### src/rtl/banco_escritura_if.sv
// rtl/banco_escritura_if.sv - write-side bus of the eight-entry register bank
// Groups the write, burst and readback signals; clk and rst_n stay plain ports.
interface banco_escritura_if #(
  parameter int WIDTH = 16
);
  logic             clr;
  logic             wr_en;
  logic [2:0]       wr_addr;
  logic [WIDTH-1:0] wr_data;
  logic             burst_start;
  logic [2:0]       burst_addr;
  logic [2:0]       burst_len;
  logic             in_valid;
  logic [WIDTH-1:0] in_data;
  logic [WIDTH-1:0] q0;
  logic [WIDTH-1:0] q1;
  logic [WIDTH-1:0] q2;
  logic [WIDTH-1:0] q3;
  logic [WIDTH-1:0] q4;
  logic [WIDTH-1:0] q5;
  logic [WIDTH-1:0] q6;
  logic [WIDTH-1:0] q7;
  logic             busy;
  logic             burst_done;

  modport master (
    output clr, wr_en, wr_addr, wr_data,
    output burst_start, burst_addr, burst_len, in_valid, in_data,
    input  q0, q1, q2, q3, q4, q5, q6, q7, busy, burst_done
  );

  modport slave (
    input  clr, wr_en, wr_addr, wr_data,
    input  burst_start, burst_addr, burst_len, in_valid, in_data,
    output q0, q1, q2, q3, q4, q5, q6, q7, busy, burst_done
  );
endinterface

### src/rtl/banco_escritura.sv
// rtl/banco_escritura.sv - eight-entry register storage with single and burst writes
// All outputs come straight from flops; the read mux consumes q0..q7 directly.
module banco_escritura #(
  parameter int WIDTH = 16
) (
  input  logic              clk,
  input  logic              rst_n,
  banco_escritura_if.slave  bus
);

  typedef enum logic {
    IDLE  = 1'b0,
    BURST = 1'b1
  } state_t;

  state_t                 state_q, state_d;
  logic [2:0]             ptr_q, ptr_d;
  logic [2:0]             cnt_q, cnt_d;
  logic [7:0][WIDTH-1:0]  regs_q, regs_d;
  logic                   done_q, done_d;

  // State register: asynchronous reset abandons any burst in flight.
  always_ff @(posedge clk or negedge rst_n) begin
    if (!rst_n) begin
      state_q <= IDLE;
      ptr_q   <= 3'd0;
      cnt_q   <= 3'd0;
      regs_q  <= '0;
      done_q  <= 1'b0;
    end else begin
      state_q <= state_d;
      ptr_q   <= ptr_d;
      cnt_q   <= cnt_d;
      regs_q  <= regs_d;
      done_q  <= done_d;
    end
  end

  // Next-state: cnt holds words remaining minus one, so cnt==0 marks the last word.
  always_comb begin
    state_d = state_q;
    ptr_d   = ptr_q;
    cnt_d   = cnt_q;
    if (bus.clr) begin
      state_d = IDLE;
    end else begin
      case (state_q)
        IDLE: begin
          if (bus.burst_start) begin
            ptr_d   = bus.burst_addr;
            cnt_d   = bus.burst_len;
            state_d = BURST;
          end
        end
        BURST: begin
          if (bus.in_valid) begin
            ptr_d = ptr_q + 3'd1;
            if (cnt_q == 3'd0) begin
              state_d = IDLE;
            end else begin
              cnt_d = cnt_q - 3'd1;
            end
          end
        end
        default: state_d = IDLE;
      endcase
    end
  end

  // Register writes and the done pulse; requests arriving during a burst are dropped.
  always_comb begin
    regs_d = regs_q;
    done_d = 1'b0;
    if (bus.clr) begin
      regs_d = '0;
    end else if (state_q == IDLE) begin
      if (bus.wr_en) begin
        regs_d[bus.wr_addr] = bus.wr_data;
      end
    end else if (bus.in_valid) begin
      regs_d[ptr_q] = bus.in_data;
      done_d        = (cnt_q == 3'd0);
    end
  end

  assign bus.q0         = regs_q[0];
  assign bus.q1         = regs_q[1];
  assign bus.q2         = regs_q[2];
  assign bus.q3         = regs_q[3];
  assign bus.q4         = regs_q[4];
  assign bus.q5         = regs_q[5];
  assign bus.q6         = regs_q[6];
  assign bus.q7         = regs_q[7];
  assign bus.busy       = (state_q == BURST);
  assign bus.burst_done = done_q;

endmodule

### src/flat_wrapper.sv
// flat-port wrapper written by rule: the top's interface ports become plain ports
module banco_escritura_flat 
#(
  parameter int WIDTH = 16
)
  (clk, rst_n, bus_clr, bus_wr_en, bus_wr_addr, bus_wr_data, bus_burst_start, bus_burst_addr, bus_burst_len, bus_in_valid, bus_in_data, bus_q0, bus_q1, bus_q2, bus_q3, bus_q4, bus_q5, bus_q6, bus_q7, bus_busy, bus_burst_done);
  banco_escritura_if #(.WIDTH(WIDTH)) bus_i ();
  input  logic clk;
  input  logic rst_n;
  input wire logic [$bits(bus_i.clr)-1:0] bus_clr;
  input wire logic [$bits(bus_i.wr_en)-1:0] bus_wr_en;
  input wire logic [$bits(bus_i.wr_addr)-1:0] bus_wr_addr;
  input wire logic [$bits(bus_i.wr_data)-1:0] bus_wr_data;
  input wire logic [$bits(bus_i.burst_start)-1:0] bus_burst_start;
  input wire logic [$bits(bus_i.burst_addr)-1:0] bus_burst_addr;
  input wire logic [$bits(bus_i.burst_len)-1:0] bus_burst_len;
  input wire logic [$bits(bus_i.in_valid)-1:0] bus_in_valid;
  input wire logic [$bits(bus_i.in_data)-1:0] bus_in_data;
  output wire logic [$bits(bus_i.q0)-1:0] bus_q0;
  output wire logic [$bits(bus_i.q1)-1:0] bus_q1;
  output wire logic [$bits(bus_i.q2)-1:0] bus_q2;
  output wire logic [$bits(bus_i.q3)-1:0] bus_q3;
  output wire logic [$bits(bus_i.q4)-1:0] bus_q4;
  output wire logic [$bits(bus_i.q5)-1:0] bus_q5;
  output wire logic [$bits(bus_i.q6)-1:0] bus_q6;
  output wire logic [$bits(bus_i.q7)-1:0] bus_q7;
  output wire logic [$bits(bus_i.busy)-1:0] bus_busy;
  output wire logic [$bits(bus_i.burst_done)-1:0] bus_burst_done;
  assign bus_i.clr = bus_clr;
  assign bus_i.wr_en = bus_wr_en;
  assign bus_i.wr_addr = bus_wr_addr;
  assign bus_i.wr_data = bus_wr_data;
  assign bus_i.burst_start = bus_burst_start;
  assign bus_i.burst_addr = bus_burst_addr;
  assign bus_i.burst_len = bus_burst_len;
  assign bus_i.in_valid = bus_in_valid;
  assign bus_i.in_data = bus_in_data;
  assign bus_q0 = bus_i.q0;
  assign bus_q1 = bus_i.q1;
  assign bus_q2 = bus_i.q2;
  assign bus_q3 = bus_i.q3;
  assign bus_q4 = bus_i.q4;
  assign bus_q5 = bus_i.q5;
  assign bus_q6 = bus_i.q6;
  assign bus_q7 = bus_i.q7;
  assign bus_busy = bus_i.busy;
  assign bus_burst_done = bus_i.burst_done;
  banco_escritura #(.WIDTH(WIDTH)) u_core (.clk(clk), .rst_n(rst_n), .bus(bus_i));
endmodule
### config.mk
export PLATFORM = sky130hd
export DESIGN_NAME = banco_escritura_flat
export DESIGN_NICKNAME = d
export VERILOG_FILES = /design/src/rtl/banco_escritura_if.sv /design/src/rtl/banco_escritura.sv /design/src/flat_wrapper.sv
export SDC_FILE = /design/constraint.sdc
export NUM_CORES = 1
export LEC_CHECK = 0
export ABC_AREA = 1
export CORE_ASPECT_RATIO = 0.9
export CORE_MARGIN = 4
export CORE_UTILIZATION = 45
export CTS_CLUSTER_SIZE = 14
export DETAILED_ROUTE_END_ITERATION = 10
export GPL_TIMING_DRIVEN = 0
export PLACE_DENSITY = 0.74
export SLEW_MARGIN = 10
export SYNTH_ARGS = -nofsm -noshare
export SYNTH_HDL_FRONTEND = slang
export SYNTH_SLANG_ARGS = --single-unit
### constraint.sdc
create_clock -name clk -period 3.53 [get_ports clk]
set_clock_uncertainty 0.2 [all_clocks]
set_input_delay 0.706 -clock clk [delete_from_list [all_inputs] [get_ports clk]]
set_output_delay 0.706 -clock clk [all_outputs]
set_load 0.05 [all_outputs]
==> impl_table.tex, run 1 <==
\begin{tabular}{lr}
\hline
Metric & Value \\
\hline
\multicolumn{2}{l}{\textbf{Finish}} \\
\quad \# diodes & 0 \\
\quad Most common cell after layout, fill and taps aside & sky130\_fd\_sc\_hd\_\_nand2\_1 \\
\quad NumNets Final & 1,240 \\
\quad Synth-to-layout area growth & 36.1\% \\
\quad Ratio of cells with drive above 1 in the final layout & 8.23\% \\
\quad Design Area, Final & 0.00983 mm² \\
\quad Commonest cells after routing, fill and taps aside & 580 x sky130\_fd\_sc\_hd\_\_nand2\_1, 174 x sky130\_fd\_sc\_hd\_\_clkdlybuf4s50\_1, 136 x sky130\_fd\_sc\_hd\_\_dfrtp\_1 \\
\quad Utilization after layout & 63.0\% \\
\multicolumn{2}{l}{\textbf{Clock network}} \\
\quad Cts bufs inserted & 17 \\
\quad Count of instances resized after the clock tree is built & 0 \\
\quad CTS HTree Levels & 4 \\
\quad Clock tree from TritonCTS & built \\
\quad Worst skew pair latency & 0.43 ns \\
\quad Hold buffer count at cts & 0 \\
\quad Root buffer cell & sky130\_fd\_sc\_hd\_\_clkbuf\_16 \\
\quad Number of buffers inserted to repair setup after CTS & 0 \\
\quad Clock-pin slew on the worst setup and hold paths & 0.06 ns \\
\quad Clk sink count & 136 \\
\quad Max Root-Sink Buffers & 2 \\
\multicolumn{2}{l}{\textbf{Synthesis}} \\
\quad Syn Inst Count & 995 \\
\quad Synthesis warning total & 0 \\
\quad Mean Syn Cell Area & 7.26 µm² \\
\quad Synthesized cell area & 0.00723 mm² \\
\quad Number of distinct library cells after synthesis & 23 \\
\quad Synth Net Count & 1,045 \\
\quad Portion of the post-synthesis area used by sequential elements & 47.1\% \\
\quad Number of synthesized register bits & 136 \\
\multicolumn{2}{l}{\textbf{Placed design}} \\
\quad Area of placed instances & 0.00926 mm² \\
\quad Final HPWL DP & 16,500 µm \\
\quad Routability cong. & 0.930 \\
\quad Port-buffer cells & 175 \\
\multicolumn{2}{l}{\textbf{STA}} \\
\quad Transition time of the tightest slew-check pin & 0.890 ns \\
\quad Setup Viol. Count Final & 0 \\
\quad Minimum clock period after layout & 2.57 ns \\
\quad Fmax achieved & 389 MHz \\
\quad Final Max Slew Viols & 0 \\
\quad Final hold vios & 0 \\
\quad Worst slew margin relative to its limit & 40.4\% \\
\quad Tcrit/Tclk final & 72.9\% \\
\quad Setup repair after global routing missed its margin & false \\
\multicolumn{2}{l}{\textbf{Critical path}} \\
\quad Slowest cell delay on critical path & 0.83 ns \\
\quad Crit path cell chain & clkdlybuf4s50\_1 \\
\quad Element type at the critical path start & flip-flop \\
\quad Critical path origin & u\_core.bus.q0[15]\$\_DFFE\_PN0P\_ \\
\quad FF-to-FF path depth & 8 \\
\quad WP data arrival & 1.67 ns \\
\quad Slowest stage cell, crit path & sky130\_fd\_sc\_hd\_\_clkdlybuf4s50\_1 \\
\quad Critical register-to-register path endpoint & u\_core.bus.q3[14]\$\_DFFE\_PN0P\_ \\
\quad Worst reg2reg setup slack & 1.40 ns \\
\quad Crit path max-delay family & buffers and inverters \\
\quad Type of destination of the critical path & output port \\
\quad Critical path required time & 2.62 ns \\
\quad Reg-to-Reg Start & u\_core.bus.busy\$\_DFF\_PN0\_ \\
\quad Largest fanout of any net on the critical path & 2 \\
\quad Setup Crit Path Kind & flip-flop to output port \\
\quad Crit path buffers/inverters & 1 \\
\multicolumn{2}{l}{\textbf{Die}} \\
\quad Placeable core region & 0.0156 mm² \\
\quad Initial core utilization & 46.3\% \\
\quad Die outline area & 0.0182 mm² \\
\quad DIE HEIGHT & 128 µm \\
\quad Count of boundary I/O pins & 177 \\
\quad Die W & 142 µm \\
\quad Count of standard-cell rows & 43 \\
\multicolumn{2}{l}{\textbf{Global routing}} \\
\quad Maximum number of pins on one net before global-route repair & 81 \\
\quad Initial antenna violation count & 2 \\
\quad Met3 usage & 7.68\% \\
\quad Vias in the first global route & 7,003 \\
\quad Most used routing layer & met2 \\
\quad Total grt overflow & 0 \\
\quad Met2 Track Usage GR & 37.6\% \\
\quad Combined global-route utilization of all metal layers & 25.8\% \\
\quad Fraction of met1 tracks used by global routing & 35.9\% \\
\quad Wire length of the first global-routing pass & 36,500 µm \\
\multicolumn{2}{l}{\textbf{Pwr}} \\
\quad Total power per unit cell area & 561 mW/mm² \\
\quad Highest ir drop seen on vdd & 0.411 mV \\
\quad Leak & 4.82 nW \\
\multicolumn{2}{l}{\textbf{Drt}} \\
\quad Antenna viol nets, final & 0 \\
\quad Detail-routed via count per cell & 5.14 \\
\quad Post-route DRC & 0 \\
\quad DR vias & 7,224 \\
\quad Number of iterations in the first detailed-routing pass & 6 \\
\quad Starting DRT DRC Count & 726 \\
\quad DR WL/cell & 16.6 µm \\
\quad Total wire length after detailed routing & 23,300 µm \\
\multicolumn{2}{l}{\textbf{Run}} \\
\quad Number of max-capacitance violations reported & 0 \\
\multicolumn{2}{l}{\textbf{Hold path}} \\
\quad HP Class & input pin to async pin \\
\multicolumn{2}{l}{\textbf{Run status}} \\
\quad Run status & finished, final reports clean \\
\hline
\end{tabular}
flip-flops by register name, indices dropped and copies added (netlist names):
signal and flops:
u_core.bus.burst_done 1, u_core.bus.busy 1, u_core.bus.q0 16, u_core.bus.q1 16
u_core.bus.q2 16, u_core.bus.q3 16, u_core.bus.q4 16, u_core.bus.q5 16
u_core.bus.q6 16, u_core.bus.q7 16, u_core.cnt_q 3, u_core.ptr_q 3
worst max path at each step:
stage / end / cells after the start
CTS: bus_q0[15] / 1
floorplan: u_core.bus.q0[5]$_DFFE_PN0P_ / 7
finish: bus_q0[15] / 1
global route: bus_q0[15] / 1
global placement: u_core.bus.q5[10]$_DFFE_PN0P_ / 1
detailed placement: u_core.bus.q5[11]$_DFFE_PN0P_ / 8
power by group:
group | switching (mW) | internal, mW
Clock | 0.697 | 1.05
Sequential | 0.114 | 1.73
Combinational | 1.33 | 0.590
through the flow:
| step | setup WS (ns) | TNS (ns) | hold WS (ns) | cells | power, mW |
|---|---|---|---|---|---|
| final | 0.956 | 0 | 0.117 | 1405 | 5.51 |
| after global routing | 0.930 | 0 | 0.168 | 1405 | 5.77 |
| after CTS | 0.967 | 0 | 0.143 | 1405 | 5.51 |
| after detailed placement | 0.786 | 0 | 0.264 | 1373 | 3.77 |
| after global placement | -3.88 | -525.25 | 0.262 | 1372 | 3.75 |
| after floorplan | 1.53 | 0 | 0.210 | 995 | 3.13 |
cells by family (layout without fill, tap and decap cells):
| family | count (synthesis) | after routing | share of synthesized area, % |
|---|---|---|---|
| flip-flops | 136 | 136 | 47.1 |
| adder cells (fa/ha/maj) | 3 | 3 | 0.519 |
| AO/OA/AOI/OAI | 141 | 141 | 9.97 |
| AND/OR/NAND/NOR | 637 | 637 | 36.3 |
| buffers and inverters | 76 | 284 | 5.89 |
| XOR/XNOR | 2 | 2 | 0.242 |
per-layer routing:
metal  share of wire (%)  routed length, µm
met5               0.090                 21
met1                  44              10200
met3                 8.8               2050
met4                 2.9                664
met2                  44              10300
cell type report:
type	count	area, µm²
multi-input cells	783	3400
plain buffers	40	290
fillers	1358	5770
inverters	36	135
clock buffers	20	447
flip-flops and latches	136	3400
well taps	202	253
repair buffers	176	1780
clock inverters	12	126
synth_stat cells:
| library cell | number | area, µm² |
|---|---|---|
| sky130_fd_sc_hd__nand2_1 | 580 | 2180 |
| sky130_fd_sc_hd__dfrtp_1 | 136 | 3400 |
| sky130_fd_sc_hd__o21ai_0 | 121 | 606 |
| sky130_fd_sc_hd__inv_1 | 31 | 116 |
| sky130_fd_sc_hd__o21ai_1 | 18 | 90.1 |
| sky130_fd_sc_hd__nand3_1 | 13 | 65.1 |
| sky130_fd_sc_hd__nor2_1 | 13 | 48.8 |
| sky130_fd_sc_hd__buf_6 | 12 | 135 |
| sky130_fd_sc_hd__buf_4 | 11 | 82.6 |
| sky130_fd_sc_hd__clkbuf_1 | 10 | 37.5 |
| sky130_fd_sc_hd__nor2_4 | 10 | 113 |
| sky130_fd_sc_hd__nor2_2 | 9 | 56.3 |
| sky130_fd_sc_hd__buf_2 | 7 | 35.0 |
| sky130_fd_sc_hd__nand3_4 | 7 | 123 |
| sky130_fd_sc_hd__inv_2 | 5 | 18.8 |
| sky130_fd_sc_hd__ha_1 | 3 | 37.5 |
| sky130_fd_sc_hd__nand2_2 | 2 | 12.5 |
| sky130_fd_sc_hd__xnor2_1 | 2 | 17.5 |
| sky130_fd_sc_hd__nand2_4 | 1 | 11.3 |
| sky130_fd_sc_hd__nand3_2 | 1 | 10.0 |
| sky130_fd_sc_hd__nand3b_1 | 1 | 7.51 |
| sky130_fd_sc_hd__o21ai_2 | 1 | 8.76 |
| sky130_fd_sc_hd__o21ai_4 | 1 | 16.3 |
Power figures use the tool's default switching activity.
==> inputs of run 2 (changes only) <==
--- a/config.mk
+++ b/config.mk
@@ -12,7 +12,7 @@
 export CTS_CLUSTER_SIZE = 14
 export DETAILED_ROUTE_END_ITERATION = 10
 export GPL_TIMING_DRIVEN = 0
-export PLACE_DENSITY = 0.74
+export PLACE_DENSITY = 0.77
 export SLEW_MARGIN = 10
 export SYNTH_ARGS = -nofsm -noshare
 export SYNTH_HDL_FRONTEND = slang
==> constraint.sdc (replaced) <==
create_clock -name clk -period 2.1 [get_ports clk]
set_clock_uncertainty 0.2 [all_clocks]
set_input_delay 0.42 -clock clk [delete_from_list [all_inputs] [get_ports clk]]
set_output_delay 0.42 -clock clk [all_outputs]
set_load 0.05 [all_outputs]
==> impl_table.tex, run 2 (same netlist as run 1, synthesis figures left out) <==
\begin{tabular}{lr}
\hline
Metric & Value \\
\hline
\multicolumn{2}{l}{\textbf{Global routing}} \\
\quad Maximum number of pins on one net before global-route repair & 78 \\
\quad Wire length of the first global-routing pass & 36,500 µm \\
\quad Initial antenna violation count & 0 \\
\quad Vias in the first global route & 6,946 \\
\quad Total grt overflow & 0 \\
\quad Combined global-route utilization of all metal layers & 25.9\% \\
\multicolumn{2}{l}{\textbf{Clock network}} \\
\quad Worst skew pair latency & 0.43 ns \\
\quad Cts bufs inserted & 17 \\
\quad Max Root-Sink Buffers & 2 \\
\quad Clock tree from TritonCTS & built \\
\quad Clock-pin slew on the worst setup and hold paths & 0.06 ns \\
\quad Clk sink count & 136 \\
\quad Number of buffers inserted to repair setup after CTS & 0 \\
\quad CTS HTree Levels & 4 \\
\quad Root buffer cell & sky130\_fd\_sc\_hd\_\_clkbuf\_16 \\
\multicolumn{2}{l}{\textbf{Hold path}} \\
\quad Launch point of the worst hold path & bus\_clr \\
\quad HP Class & input pin to flip-flop \\
\multicolumn{2}{l}{\textbf{Run}} \\
\quad Number of max-capacitance violations reported & 0 \\
\multicolumn{2}{l}{\textbf{STA}} \\
\quad Worst-case setup margin in the final layout & -0.0575 ns \\
\quad Final Max Slew Viols & 0 \\
\quad Final Hold Slack & 0.0263 ns \\
\quad Minimum clock period after layout & 2.16 ns \\
\quad Sum Neg Setup Slack & -0.105 ns \\
\quad Fmax achieved & 464 MHz \\
\quad Setup repair after global routing missed its margin & true \\
\quad Worst slew margin relative to its limit & 38.8\% \\
\quad Transition time of the tightest slew-check pin & 0.914 ns \\
\quad Tcrit/Tclk final & 103\% \\
\quad Final hold vios & 0 \\
\quad Setup Viol. Count Final & 5 \\
\multicolumn{2}{l}{\textbf{Run status}} \\
\quad Violations in the final reports & negative setup slack \\
\quad Run status & complete, but fails checks \\
\multicolumn{2}{l}{\textbf{Critical path}} \\
\quad Crit path cell chain & buf\_6, nor2\_4, buf\_4, buf\_6, nand2\_1, o21ai\_0, nand2\_1, nand2\_1 \\
\quad Library cell appearing most often on the critical path & sky130\_fd\_sc\_hd\_\_nand2\_1 \\
\quad Worst reg2reg setup slack & -0.06 ns \\
\quad WP data arrival & 2.32 ns \\
\quad Slowest stage cell, crit path & sky130\_fd\_sc\_hd\_\_dfrtp\_1 \\
\quad Setup Crit Path Kind & flip-flop to flip-flop \\
\quad Largest fanout of any net on the critical path & 10 \\
\quad Element type at the critical path start & flip-flop \\
\quad Slowest cell delay on critical path & 0.40 ns \\
\quad Reg-to-Reg Start & u\_core.bus.busy\$\_DFF\_PN0\_ \\
\quad Type of destination of the critical path & flip-flop \\
\quad Critical path origin & u\_core.bus.busy\$\_DFF\_PN0\_ \\
\quad Critical path required time & 2.26 ns \\
\multicolumn{2}{l}{\textbf{Finish}} \\
\quad Ratio of cells with drive above 1 in the final layout & 8.74\% \\
\quad Multi-input combinational cell area & 0.00344 mm² \\
\quad Area used by sequential logic in the layout & 0.00340 mm² \\
\quad Synth-to-layout area growth & 34.0\% \\
\quad Most common cell after layout, fill and taps aside & sky130\_fd\_sc\_hd\_\_nand2\_1 \\
\quad \# diodes & 0 \\
\quad NumNets Final & 1,241 \\
\quad Commonest cells after routing, fill and taps aside & 579 x sky130\_fd\_sc\_hd\_\_nand2\_1, 136 x sky130\_fd\_sc\_hd\_\_dfrtp\_1, 130 x sky130\_fd\_sc\_hd\_\_dlygate4sd2\_1 \\
\quad Filler cell count & 1,413 \\
\multicolumn{2}{l}{\textbf{Die}} \\
\quad Die W & 142 µm \\
\quad Count of boundary I/O pins & 177 \\
\quad Count of standard-cell rows & 43 \\
\quad DIE HEIGHT & 128 µm \\
\quad Placeable core region & 0.0156 mm² \\
\quad Die outline area & 0.0182 mm² \\
\quad Initial core utilization & 46.3\% \\
\multicolumn{2}{l}{\textbf{Drt}} \\
\quad Starting DRT DRC Count & 920 \\
\quad Post-route DRC & 0 \\
\quad Total wire length after detailed routing & 23,400 µm \\
\quad Detail-routed via count per cell & 5.16 \\
\quad DR WL/cell & 16.7 µm \\
\quad DR vias & 7,244 \\
\quad Number of iterations in the first detailed-routing pass & 7 \\
\quad Antenna viol nets, final & 0 \\
\multicolumn{2}{l}{\textbf{Placed design}} \\
\quad Final HPWL DP & 16,500 µm \\
\quad Routability cong. & 0.930 \\
\quad Port-buffer cells & 175 \\
\quad Place WS & -0.304 ns \\
\multicolumn{2}{l}{\textbf{Pwr}} \\
\quad Leak & 5.40 nW \\
\quad Total power per unit cell area & 924 mW/mm² \\
\quad Highest ir drop seen on vdd & 0.630 mV \\
\hline
\end{tabular}
run 2: power by group:
part / leakage, nW / internal, mW / switching (mW)
logic: 3.28 / 0.832 / 2.25
clock network: 0.257 / 1.66 / 1.12
registers: 1.87 / 2.90 / 0.185
run 2: what timing repair did:
action | in CTS | in global routing
endpoints found under the hold margin | 76 | 0
resized for setup | 131 | 18
hold buffers | 1 | 0
endpoints found under the setup margin | 131 | 49
run 2: critical path, delay by kind of cell (launching register included):
kind,cells,cell delay [ns]
and+or+nand+nor,4,0.65
DFF,1,0.40
AOI/OAI and AO/OA,1,0.32
buffers and inverters,3,0.51
run 2: cell type report:
class                           count  area share [%]
Inverter                           36            1.39
Buffer                             40            3.00
Multi-Input combinational cell    783            35.5
Clock inverter                      8           0.788
Timing Repair Buffer              177            16.8
Tap cell                          202            2.61
Clock buffer                       21            4.75
Sequential cell                   136            35.1
run 2: metrics by stage:
stage	std cells	power, mW	area, µm²	util (%)
global route	1403	9.36	9690	62.1
CTS	1403	8.94	9650	61.8
global placement	1372	6.29	9230	59.2
floorplan	995	5.26	7230	-
detailed placement	1373	6.34	9260	59.4
finish	1403	8.96	9690	62.1
run 2: path summary, 6_finish.rpt:
path                                              endpoint  depth (start not counted)
setup / recovery             u_core.bus.q3[14]$_DFFE_PN0P_                          8
hold / removal             u_core.bus.burst_done$_DFF_PN0_                          2
setup reg to reg             u_core.bus.q3[14]$_DFFE_PN0P_                          8
hold reg to reg               u_core.bus.q0[8]$_DFFE_PN0P_                          2
max in group asynchronous     u_core.bus.q5[8]$_DFFE_PN0P_                          3
min in group asynchronous     u_core.bus.q6[0]$_DFFE_PN0P_                          2
run 2: routing by layer:
layer	vias up	wire length, µm	track usage [%]
li1	3508	-	-
met4	0	741	11.1
met3	63	1910	6.75
met2	356	10400	38.5
met5	-	0	0
met1	3317	10300	36.0
